`config.mk`:
```
export PLATFORM = sky130hd
export DESIGN_NAME = fetch_stage_pc_predict
export DESIGN_NICKNAME = d
export VERILOG_FILES = /design/src/rtl/fetch_stage_pc_predict.sv
export SDC_FILE = /design/constraint.sdc
export NUM_CORES = 1
export LEC_CHECK = 0
export CAP_MARGIN = 20
export CORE_MARGIN = 2
export CORE_UTILIZATION = 30
export CTS_CLUSTER_SIZE = 10
export DETAILED_ROUTE_END_ITERATION = 10
export GPL_ROUTABILITY_DRIVEN = 1
export PLACE_DENSITY = 0.89
export SYNTH_ARGS = -nofsm -noshare
export SYNTH_HDL_FRONTEND = slang
export SYNTH_SLANG_ARGS = --single-unit
```
`constraint.sdc`:
```
create_clock -name clk -period 2.4 [get_ports clk]
set_input_delay 0.36 -clock clk [delete_from_list [all_inputs] [get_ports clk]]
set_output_delay 0.36 -clock clk [all_outputs]
set_load 0.05 [all_outputs]
```
`src/rtl/fetch_stage_pc_predict.sv`:
```
// fetch_stage_pc_predict
// Instruction fetch stage. It holds the fetch PC and chooses the next PC from,
// in priority order: EX redirect, stall, halt, BTB prediction, and PC+2.
// The optional direct-mapped BTB uses 2-bit saturating counters. It is built
// only when the macro BTB_PREDICT_EN is defined. Without the macro the stage
// never predicts and ignores the upd_* inputs.
module fetch_stage_pc_predict #(
    parameter logic [15:0] RESET_PC   = 16'h0000,
    parameter int          INDEX_BITS = 3
) (
    input  logic        clk,
    input  logic        rst,
    input  logic        stall,
    input  logic        redirect,
    input  logic [15:0] redirect_pc,
    input  logic        upd_en,
    input  logic [15:0] upd_pc,
    input  logic        upd_taken,
    input  logic [15:0] upd_target,
    output logic [15:0] imem_addr,
    input  logic [15:0] imem_data,
    output logic [15:0] IF_PC,
    output logic [15:0] IF_PCPlus2,
    output logic [15:0] IF_Instruction,
    output logic        IF_PredictedTaken,
    output logic        IF_Halted
);

    logic [15:0] pc_q;
    logic [15:0] pc_next;
    logic        halted_q;
    logic        halted_next;
    logic        hlt_seen;
    logic        predicted_taken;
    logic [15:0] pred_target;

`ifdef BTB_PREDICT_EN
    localparam int ENTRIES = 1 << INDEX_BITS;
    localparam int TAG_W   = 15 - INDEX_BITS;

    logic             valid_q [ENTRIES];
    logic [TAG_W-1:0] tag_q   [ENTRIES];
    logic [15:0]      tgt_q   [ENTRIES];
    logic [1:0]       ctr_q   [ENTRIES];

    logic [INDEX_BITS-1:0] idx;
    logic [TAG_W-1:0]      tag;
    logic [INDEX_BITS-1:0] u_idx;
    logic [TAG_W-1:0]      u_tag;
    logic                  hit;

    assign idx   = pc_q[INDEX_BITS:1];
    assign tag   = pc_q[15:INDEX_BITS+1];
    assign u_idx = upd_pc[INDEX_BITS:1];
    assign u_tag = upd_pc[15:INDEX_BITS+1];

    // BTB lookup on the current fetch PC; the lookup sees contents from before this edge's write
    always_comb begin
        hit             = valid_q[idx] && (tag_q[idx] == tag);
        predicted_taken = hit && ctr_q[idx][1];
        pred_target     = tgt_q[idx];
    end

    // BTB training from resolved branches; a miss installs the entry, a hit nudges the counter
    always_ff @(posedge clk or posedge rst) begin
        if (rst) begin
            for (int i = 0; i < ENTRIES; i++) begin
                valid_q[i] <= 1'b0;
                tag_q[i]   <= '0;
                tgt_q[i]   <= '0;
                ctr_q[i]   <= 2'b01;
            end
        end else if (upd_en) begin
            if (!valid_q[u_idx] || (tag_q[u_idx] != u_tag)) begin
                valid_q[u_idx] <= 1'b1;
                tag_q[u_idx]   <= u_tag;
                tgt_q[u_idx]   <= upd_target;
                ctr_q[u_idx]   <= upd_taken ? 2'b10 : 2'b01;
            end else if (upd_taken) begin
                tgt_q[u_idx] <= upd_target;
                if (ctr_q[u_idx] != 2'b11) begin
                    ctr_q[u_idx] <= ctr_q[u_idx] + 2'd1;
                end
            end else if (ctr_q[u_idx] != 2'b00) begin
                ctr_q[u_idx] <= ctr_q[u_idx] - 2'd1;
            end
        end
    end
`else
    logic unused_upd;

    assign unused_upd      = ^{upd_en, upd_pc, upd_taken, upd_target};
    assign predicted_taken = 1'b0;
    assign pred_target     = 16'h0000;
`endif

    assign hlt_seen = (imem_data[15:12] == 4'hF);

    // Next-PC selection: redirect beats stall, stall beats halt, halt beats prediction
    always_comb begin
        pc_next     = pc_q + 16'd2;
        halted_next = halted_q;
        if (redirect) begin
            pc_next     = redirect_pc;
            halted_next = 1'b0;
        end else if (stall) begin
            pc_next = pc_q;
        end else if (halted_q || hlt_seen) begin
            pc_next     = pc_q;
            halted_next = 1'b1;
        end else if (predicted_taken) begin
            pc_next = pred_target;
        end
    end

    // PC and halt flag registers
    always_ff @(posedge clk or posedge rst) begin
        if (rst) begin
            pc_q     <= RESET_PC;
            halted_q <= 1'b0;
        end else begin
            pc_q     <= pc_next;
            halted_q <= halted_next;
        end
    end

    assign imem_addr         = pc_q;
    assign IF_PC             = pc_q;
    assign IF_PCPlus2        = pc_q + 16'd2;
    assign IF_Instruction    = imem_data;
    assign IF_PredictedTaken = predicted_taken;
    assign IF_Halted         = halted_q;

endmodule

```
# Word-level counts from Yosys, hierarchy flattened
# Index checks and enable logic that the tools add are counted.
# classes
n_addsub	1
eq_ne	3
muxes	6
n_reduce_logical	4
# op_table
operator	n
$mux 16	3
$add 16x2->16 const B	1
$eq 4x4->1 const B	1
$reduce_and 2->1	2
$mux 1	3
$ne 2x1->1 const B	1
$ne 2x2->1 const B	1
$reduce_bool 2->1	1
$logic_or 1x1->1	1
# totals
reg_bits	17
inputBits	70
output_inout_bits	66
word_cells	16

# Longest topological paths before layout
# Gate-level depths: netlist of the first run.
# logic_depth
depth_word	5
depth_mapped	6
mapped_depth_nobuf	5

# Least setup slack after synthesis of the first run
# OpenSTA, ideal clock, no wires.
# synth_path
kind	reg-to-output
start	register pc_q[1], in the netlist IF_PC[1]
end	output IF_PCPlus2[15]
arrival_ps	2346
required_time_ps	2040
slack_ps	-306
stages_incl_launch_ff	5
n_path_buf	0
cell_sequence	dfrtp_1 > ha_1 > nand4_1 > nor4_2 > xor2_1
# synth_between
elab_chain_cells	1
# synth_rtl
item	line	source
from (decl)	29	logic [15:0] pc_q;
from (signal assigned)	122	pc_q <= pc_next;
$add 16x2->16	129	assign IF_PCPlus2 = pc_q + 16'd2;
to (decl)	23	output logic [15:0] IF_PCPlus2,
# No other way between the ends.

# Worst setup path in the final report of the first run
# Same ends and word-level chain as after synthesis.

==> impl_metrics.csv, run 1 <==
group,metric,value,unit
run_status,outcome,"complete, no violations",
layout,layout-drive-gt1-share,17.8,%
die,row_count,25,
clocking,clkSlewWorstSetupHoldPaths,70,ps
critical_path,worstReg2RegStart,"IF_PC[1]",
timing,min_period_over_period,93.3,%
clocking,cts_max_level,1,
grt,use_met2,24.9,%
logic_synthesis,synth.net_count,244,
timing,slew_headroom,52.9,%
clocking,cts.path.max_buffers,2,
grt,use_met3,3.12,%
critical_path,crit_slowest_cell,"nor4_4",
logic_synthesis,syn_area,1480,µm²
route,drc,0,
layout,register_area,425,µm²
layout,insertedDiodeCount,0,
grt,grt_usage,14.4,%
place,globalplace.congestion,0.816,
route,postRouteWirelength,3850,µm
layout,final_nets,286,
layout,synthToLayoutAreaGrowth,53.5,%
clocking,cts_tree,"yes",
grt,grt_antenna_before_repair,0,
grt,met1_usage,17.1,%
critical_path,arrival,1880,ps
grt,grt_max_degree,18,
place,place_ws,267,ps
clocking,clkSinkCount,17,
die,start_util,31.2,%
die,die_y,74.3,µm
route,ant_nets,0,
critical_path,r2r_end,"IF_PC[15]",
timing,clock_skew,2.67,ps
critical_path,crit_path_end_kind,"output pin",
timing,finalSetupTns,0,ps
route,first_iter_violations,57,
die,die-area,5520,µm²
logic_synthesis,ys_ff_latch,17,
logic_synthesis,syn_inst,173,
grt,grt-ovfl-total,0,
job,maxCapViolCount,0,
timing,worstMarginPinSlew,706,ps
place,portBuffers,76,
route,drtPass1Iterations,4,
place,placed_area,2220,µm²
logic_synthesis,ys_warn_count,0,
route,viasPerCell,4.78,
pwr,power_density,594,nW/µm²
critical_path,crit_start,"IF_PC[1]",
pwr,power.leakage,0.900,nW
timing,max_freq,0.447,GHz
clocking,cts-root-buf,"clkbuf_8",
critical_path,cp-start-kind,"register",
clocking,clk_latency,260,ps
logic_synthesis,async_flop_share,100,%
layout,final_common_cell,"clkdlybuf4s50_1",
die,die_x,74.3,µm
timing,maxSlewViolCount,0,
pwr,ir_drop,0.306,mV
die,boundaryPins,136,
critical_path,r2r_slack,650,ps
layout,fin_area,2270,µm²
critical_path,max_stage_delay,410,ps
hold_path,min_path_type,"input port to asynchronous set/reset pin",
grt,grt_pass1_wl,6070,µm
critical_path,criticalPathCategory,"register to output pin",
logic_synthesis,ys_seq_area_share,28.7,%
grt,grt_pass1_vias,1266,
layout,multi_input_area,831,µm²
logic_synthesis,synth-edff-count,0,
timing,hold_violations,0,
route,routedWlPerCell,13.7,µm
timing,finalCriticalPeriod,2240,ps
clocking,cts_buffers,3,
logic_synthesis,postSynthAreaPerCell,8.56,µm²
layout,fillerInstances,467,
logic_synthesis,ys_types,41,
critical_path,cp_max_fo,5,
critical_path,cp.required,2040,ps
die,coreArea,4750,µm²
timing,whs,509,ps
timing,finalSetupViolCount,0,
grt,grt-busiest-layer,"met2",
critical_path,crit_chain,"ha_1 > nand4_1 > nor4_4 > xor2_2 > buf_12",
critical_path,reg2regPathDepth,5,
route,vias,1344,
layout,mostFrequentLayoutCells,"clkdlybuf4s50_1 (63), dfrtp_1 (17), nand2_1 (14)",
timing,setup_slack,161,ps
place,hpwl,2990,µm
logic_synthesis,synth_ff_type,"dfrtp_1",
timing,rsz0062_at_grt,"false",
-- cell families (layout without fill, tap and decap cells) --
| kind of cell | after synthesis | after routing | synth area share [%] |
|---|---|---|---|
| AO/OA/AOI/OAI | 23 | 23 | 10.7 |
| multiplexers | 2 | 2 | 1.44 |
| flip-flops | 17 | 17 | 28.7 |
| buffers and inverters | 48 | 89 | 21.7 |
| XOR/XNOR | 19 | 19 | 11.2 |
| adder cells (fa/ha/maj) | 1 | 1 | 0.844 |
| other | 1 | 1 | 0.253 |
| AND/OR/NAND/NOR | 62 | 62 | 25.1 |
-- Yosys cell counts (all sizes together) (3+ instances only) --
cell,count,share of area (%)
o21ai,8,2.7
a31oi,3,1.3
xnor2,9,5.3
and3,3,1.3
dfrtp,17,29
nor2,7,1.9
nand2b,7,3.0
nand4,6,3.0
o31a,9,5.3
nand3,9,4.2
nand2,14,3.5
xor2,10,5.9
inv,5,1.3
buf,41,20
nor4,5,2.5
-- where the power goes --
part | internal, mW | total, mW | switching, mW
logic | 0.283 | 0.751 | 0.469
clock network | 0.118 | 0.225 | 0.107
registers | 0.314 | 0.374 | 0.0598
-- worst max-delay path by stage --
stage	endpoint	slack (ps)	depth (start not counted)
6_report	IF_PCPlus2[15]	160	5
5_1_grt	IF_PCPlus2[15]	30	5
4_1_cts	IF_PCPlus2[15]	80	5
3_5_place_dp	IF_PC[8]	270	5
3_3_place_gp	IF_PC[10]	310	5
2_1_floorplan	IF_PCPlus2[15]	-90	4
-- layout make-up --
type	count	share of cell area, %
Timing Repair Buffer	80	38.3
Multi-Input combinational cell	108	36.5
Sequential cell	17	18.7
Tap cell	67	3.69
Clock buffer	4	1.98
Inverter	5	0.825
-- per-stage QoR --
step | util [%] | cells | total power [mW]
after global routing | 47.8 | 281 | 1.40
after CTS | 47.6 | 281 | 1.36
after detailed placement | 46.7 | 277 | 1.13
after floorplan | - | 173 | 0.943
after global placement | 46.7 | 277 | 1.12
final | 47.8 | 281 | 1.35
-- state kept, by name (all words and copies together) (netlist names) --
signal	cells
IF_PC	16
IF_Halted	1
-- worst max-delay path, delay by kind of cell, from the launching register on --
| kind | cells | cell delay, ps |
|---|---|---|
| AND/OR/NAND/NOR | 2 | 640 |
| flip-flops | 1 | 350 |
| adder cells (fa/ha/maj) | 1 | 260 |
| XOR/XNOR | 1 | 210 |
| buffers and inverters | 1 | 160 |
-- timing repair --
action | CTS | global route
hold endpoints to repair | 0 | 0
hold buffers | 0 | 0
gates resized for setup | 0 | 2
buffers inserted | 0 | 0
endpoints found under the setup margin | 0 | 2
-- layer usage --
metal | up-vias | wire, µm
met1 | 641 | 1570
li1 | 643 | -
met5 | - | 0
met2 | 50 | 1950
met3 | 10 | 264
met4 | 0 | 59
No activity file was read; power rests on OpenSTA's default activity.
==> run 2: changes to the inputs <==
- SKIP_CTS_REPAIR_TIMING: not set -> 1
==> results of run 2 <==
The final DEF is identical to that of run 1; final timing and power are the same.
